[config.mk]
export PLATFORM = sky130hd
export DESIGN_NAME = csa_resolve_pipe
export DESIGN_NICKNAME = d
export VERILOG_FILES = /design/src/rtl/mult_pkg.sv /design/src/rtl/csa_pipe_reg.sv /design/src/rtl/csa_resolve_pipe.sv
export SDC_FILE = /design/constraint.sdc
export NUM_CORES = 1
export LEC_CHECK = 0
export ABC_AREA = 1
export BUFFER_PORTS_ARGS = -buffer_cell sky130_fd_sc_hd__buf_2
export CORE_ASPECT_RATIO = 1.2
export CORE_MARGIN = 5
export CORE_UTILIZATION = 49
export CTS_CLUSTER_DIAMETER = 100
export DETAILED_ROUTE_END_ITERATION = 6
export GPL_TIMING_DRIVEN = 0
export HOLD_SLACK_MARGIN = 0.12
export PLACE_DENSITY = 0.82
export SYNTH_ARGS = -nofsm -noshare
export SYNTH_HDL_FRONTEND = slang
export SYNTH_SLANG_ARGS = --single-unit
[constraint.sdc]
create_clock -name clk -period 1.5 [get_ports clk]
set_input_delay 0.3 -clock clk [delete_from_list [all_inputs] [get_ports clk]]
set_output_delay 0.3 -clock clk [all_outputs]
set_load 0.03 [all_outputs]
[src/rtl/mult_pkg.sv]
// Shared widths and vector types for the multiplier's carry-save resolve path.
// The high field covers product bits 31:7; the low field arrives already resolved.
package mult_pkg;
  localparam int LOW_W  = 7;
  localparam int HIGH_W = 25;
  localparam int SPLIT  = 13;
  localparam int PROD_W = LOW_W + HIGH_W;

  typedef logic [HIGH_W-1:0] sc_vec_t;
  typedef logic [PROD_W-1:0] product_t;
endpackage

[src/rtl/csa_pipe_reg.sv]
// One valid/ready pipeline register: loads when empty or when drained in the same cycle.
// Ready is combinational from out_ready (no bubble) and held low during reset.
module csa_pipe_reg #(
  parameter int W = 8
) (
  input  logic         clk,
  input  logic         rst,
  input  logic         in_valid,
  output logic         in_ready,
  input  logic [W-1:0] in_data,
  output logic         out_valid,
  input  logic         out_ready,
  output logic [W-1:0] out_data
);
  assign in_ready = !rst && (!out_valid || out_ready);

  always_ff @(posedge clk) begin
    if (rst) begin
      out_valid <= 1'b0;
      out_data  <= '0;
    end else if (in_ready) begin
      out_valid <= in_valid;
      // Data only moves on a real load so idle registers stay quiet.
      if (in_valid) out_data <= in_data;
    end
  end
endmodule

[src/rtl/csa_resolve_pipe.sv]
// Resolves a carry-save sum/carry pair into a binary product over two pipeline stages.
// Stage 1 adds the low SPLIT bits, stage 2 adds the rest plus the stage-1 carry.
module csa_resolve_pipe #(
  parameter int LOW_W  = mult_pkg::LOW_W,
  parameter int HIGH_W = mult_pkg::HIGH_W,
  parameter int SPLIT  = mult_pkg::SPLIT
) (
  input  logic                    clk,
  input  logic                    rst,
  input  logic                    in_valid,
  output logic                    in_ready,
  input  logic [HIGH_W-1:0]       in_sum,
  input  logic [HIGH_W-1:0]       in_carry,
  input  logic [LOW_W-1:0]        in_low,
  output logic                    out_valid,
  input  logic                    out_ready,
  output logic [LOW_W+HIGH_W-1:0] out_product
);
  localparam int HI_W   = HIGH_W - SPLIT;
  localparam int S1_W   = SPLIT + 1 + 2 * HI_W + LOW_W;
  localparam int PROD_W = LOW_W + HIGH_W;

  logic [SPLIT:0]    lo_add;
  logic [S1_W-1:0]   s1_in_data;
  logic [S1_W-1:0]   s1_data;
  logic              s1_valid;
  logic              s2_ready;

  logic [SPLIT-1:0]  s1_lo_sum;
  logic              s1_cout;
  logic [HI_W-1:0]   s1_sum_hi;
  logic [HI_W-1:0]   s1_carry_hi;
  logic [LOW_W-1:0]  s1_low;
  logic [HI_W-1:0]   hi_add;
  logic [PROD_W-1:0] s2_in_data;

  assign lo_add = {1'b0, in_sum[SPLIT-1:0]} + {1'b0, in_carry[SPLIT-1:0]};
  assign s1_in_data = {lo_add[SPLIT-1:0], lo_add[SPLIT],
                       in_sum[HIGH_W-1:SPLIT], in_carry[HIGH_W-1:SPLIT], in_low};

  csa_pipe_reg #(.W(S1_W)) u_s1 (
    .clk       (clk),
    .rst       (rst),
    .in_valid  (in_valid),
    .in_ready  (in_ready),
    .in_data   (s1_in_data),
    .out_valid (s1_valid),
    .out_ready (s2_ready),
    .out_data  (s1_data)
  );

  assign {s1_lo_sum, s1_cout, s1_sum_hi, s1_carry_hi, s1_low} = s1_data;

  // Truncating to HI_W drops the MSB carry, giving the high field mod 2^HIGH_W.
  assign hi_add     = s1_sum_hi + s1_carry_hi + HI_W'(s1_cout);
  assign s2_in_data = {hi_add, s1_lo_sum, s1_low};

  csa_pipe_reg #(.W(PROD_W)) u_s2 (
    .clk       (clk),
    .rst       (rst),
    .in_valid  (s1_valid),
    .in_ready  (s2_ready),
    .in_data   (s2_in_data),
    .out_valid (out_valid),
    .out_ready (out_ready),
    .out_data  (out_product)
  );
endmodule

==> results.toml <==
[cts]
root_buffer = "clkbuf_8"
worstSkewPairLatency_ns = 0.37
cts_tree = "yes"
path_clk_slew_ns = 0.08
cts_buffers = 9
cts_sinks = 79
cts.path.max_buffers = 2
htree_levels = 3

[yosys]
async_flop_share = 0
syn_nets = 670
yosysMostFrequentCell = "nand2_1"
synthFlopType = "dfxtp_1"
netlist.top_cell.by_area = "dfxtp_1"
netlist_instances = 583
synth_edf_count = 0
synth.yosys.warnings = 0
syn_area_um2 = 4110
seq_area_frac_synth = 0.385
netlist_top_cells_area = "dfxtp_1 38%, nand2_1 16%, nand3_1 10%"
avgSynthCellArea_um2 = 7.05
synth_top_cell_area_share = 0.385
synth_commonest_cells = "179 x nand2_1, 83 x nand3_1, 79 x dfxtp_1"
ys_ff_latch = 79
synth_cell_types = 31

[worst_setup_path]
path_class = "reg2reg"
r2r_cells = 11
crit_chain = "fa_2 -> inv_2 -> fa_2 -> buf_4 -> inv_2 -> nand3_2 -> nand3_1 -> nand2_1 -> nand3_1 -> nand2_1 -> inv_1"
crit_buf_inv = 4
path_max_fanout = 3
end_kind = "register"
cp_slowest_cell = "fa_2"
worst-path-stages = 11
cp_top_family = "adder cells"
crit_arrival_ns = 2.01
critPathRequiredTime_ns = 1.76
start_kind = "register"
slowest_delay_ns = 0.42

[drt]
avgViaCountPerCell = 5.10
antenna_left = 0
vias = 4201
wl_per_cell_um = 13.8
dr.pass1.iters = 6
wl_um = 11400
first_iter_violations = 219
drc = 0

[final_layout]
post-route-cell-area_um2 = 5250
stdcell_count = 824
drive_gt1_frac = 0.254
multi_input_area_um2 = 2270
antennaDiodeCount = 0
seqCellArea_um2 = 1590
syn_to_final_growth_pct = 27.7
fin_nets = 792
post-route-util = 0.644
fill_cells = 716

[placement]
dpl.cell_count = 790
place_ws_ns = -0.337
placedInstanceArea_um2 = 4740
io_buffers = 93
gp_congestion = 0.920
dp_hpwl_um = 8330

[sta]
min_period_ns = 1.75
relSlewSlack = 0.656
setup_viol_count_final = 10
grt_setup_unrepaired = "yes"
worst_slack_ns = -0.246
tightestPinTransition_ns = 0.516
whs_ns = 0.129
drv_slew = 0
fmax_mhz = 573
hold_viol = 0
finalSetupTns_ns = -1.85
fin_crit_sh = 1.16
clock_skew_ns = 0.0126

[grt]
grt_use_total = 0.219
grt_first_pass_wirelength_um = 17800
gr-total-overflow = 0
antenna_found_initial = 0
grt_pass1_vias = 4033
grt_max_degree = 14

[floorplan]
io_pins = 95
die_h_um = 110
die_w_um = 93.6
start_util = 0.504
core_um2 = 8150
num_rows = 36
die_area_um2 = 10300

[run_status]
violations = "setup timing"
outcome = "finished with violations"

[power_and_ir_drop]
fin_total_pwr_mw = 5.08
p_leak_nw = 2.74
power.density_nw_per_um2 = 969
max-vdd-ir-drop_uv = 549

[min_path]
hold_path_depth = 3
holdCritPathClass = "in2reg"

[job]
cap_violations = 0
timing repair:
item                                    in CTS  in global routing
hold buffers                                 7                  0
buffers inserted                             4                  7
endpoints found under the setup margin       8                 37
gates resized for setup                     24                 22
endpoints found under the hold margin        7                  0
pin swaps                                    5                  8
power breakdown:
part	internal (mW)	switching, mW	total [mW]	leakage, nW
Combinational	0.444	0.706	1.15	2.00
Clock	0.811	0.776	1.59	0.0916
Sequential	2.26	0.0899	2.35	0.651
Total	3.51	1.57	5.08	2.74
worst paths after layout:
path | startpoint | to | slack (ns)
worst max register to register | u_s1.out_data[31] | u_s2.out_data[30] | -0.25
worst min-delay path | in_sum[16] | u_s1.out_data[22] | 0.13
worst min register to register | u_s1.out_data[34] | u_s2.out_data[9] | 0.44
worst max-delay path | u_s1.out_data[31] | u_s2.out_data[30] | -0.25
worst min-delay path: stages:
cell     delay (ns)
buf_2          0.07
nand2_1        0.04
nand2_1        0.05
layout by cell type (no fill, tap or decap), drive strengths merged, types with 3 or more instances in the layout:
cell type and instances:
nand2 180, buf 118, nand3 84, dfxtp 79
inv 73, o21ai 34, a21oi 33, nor2 26
ha 23, clkbuf 19, nand4 7, xor2 7
dlygate4sd3 7, xnor2 5, fa 3, clkinvlp 3
nor3 3
per-layer routing:
layer | track usage | share of wire | vias to the layer above
met4 | 0.0867 | 0.029 | 0
met3 | 0.0536 | 0.064 | 33
met5 | 0 | 0 | -
met1 | 0.238 | 0.38 | 1902
li1 | - | - | 2121
met2 | 0.408 | 0.52 | 145
registers in the layout, summed over array words and instances, names as in the netlist:
register	flops
u_s1.out_valid	1
u_s2.out_data	32
u_s1.out_data	45
u_s2.out_valid	1
cell families after synthesis:
kind of cell | count (synthesis) | synth area share
AOI/OAI and AO/OA | 70 | 0.0935
DFF | 79 | 0.385
adders and majority gates | 26 | 0.0847
xor gates and xnor gates | 12 | 0.0256
buffers and inverters | 95 | 0.0974
and+or+nand+nor | 301 | 0.314
final cells by class:
| cell class | instances | area share |
|---|---|---|
| clock buffer | 11 | 0.0269 |
| inverter | 73 | 0.0527 |
| tap | 114 | 0.0272 |
| clock inverter | 5 | 0.0110 |
| sequential | 79 | 0.303 |
| timing repair buffer | 111 | 0.120 |
| multi-input combinational | 409 | 0.433 |
| buffer | 22 | 0.0253 |
No activity file was read; power rests on OpenSTA's default activity.
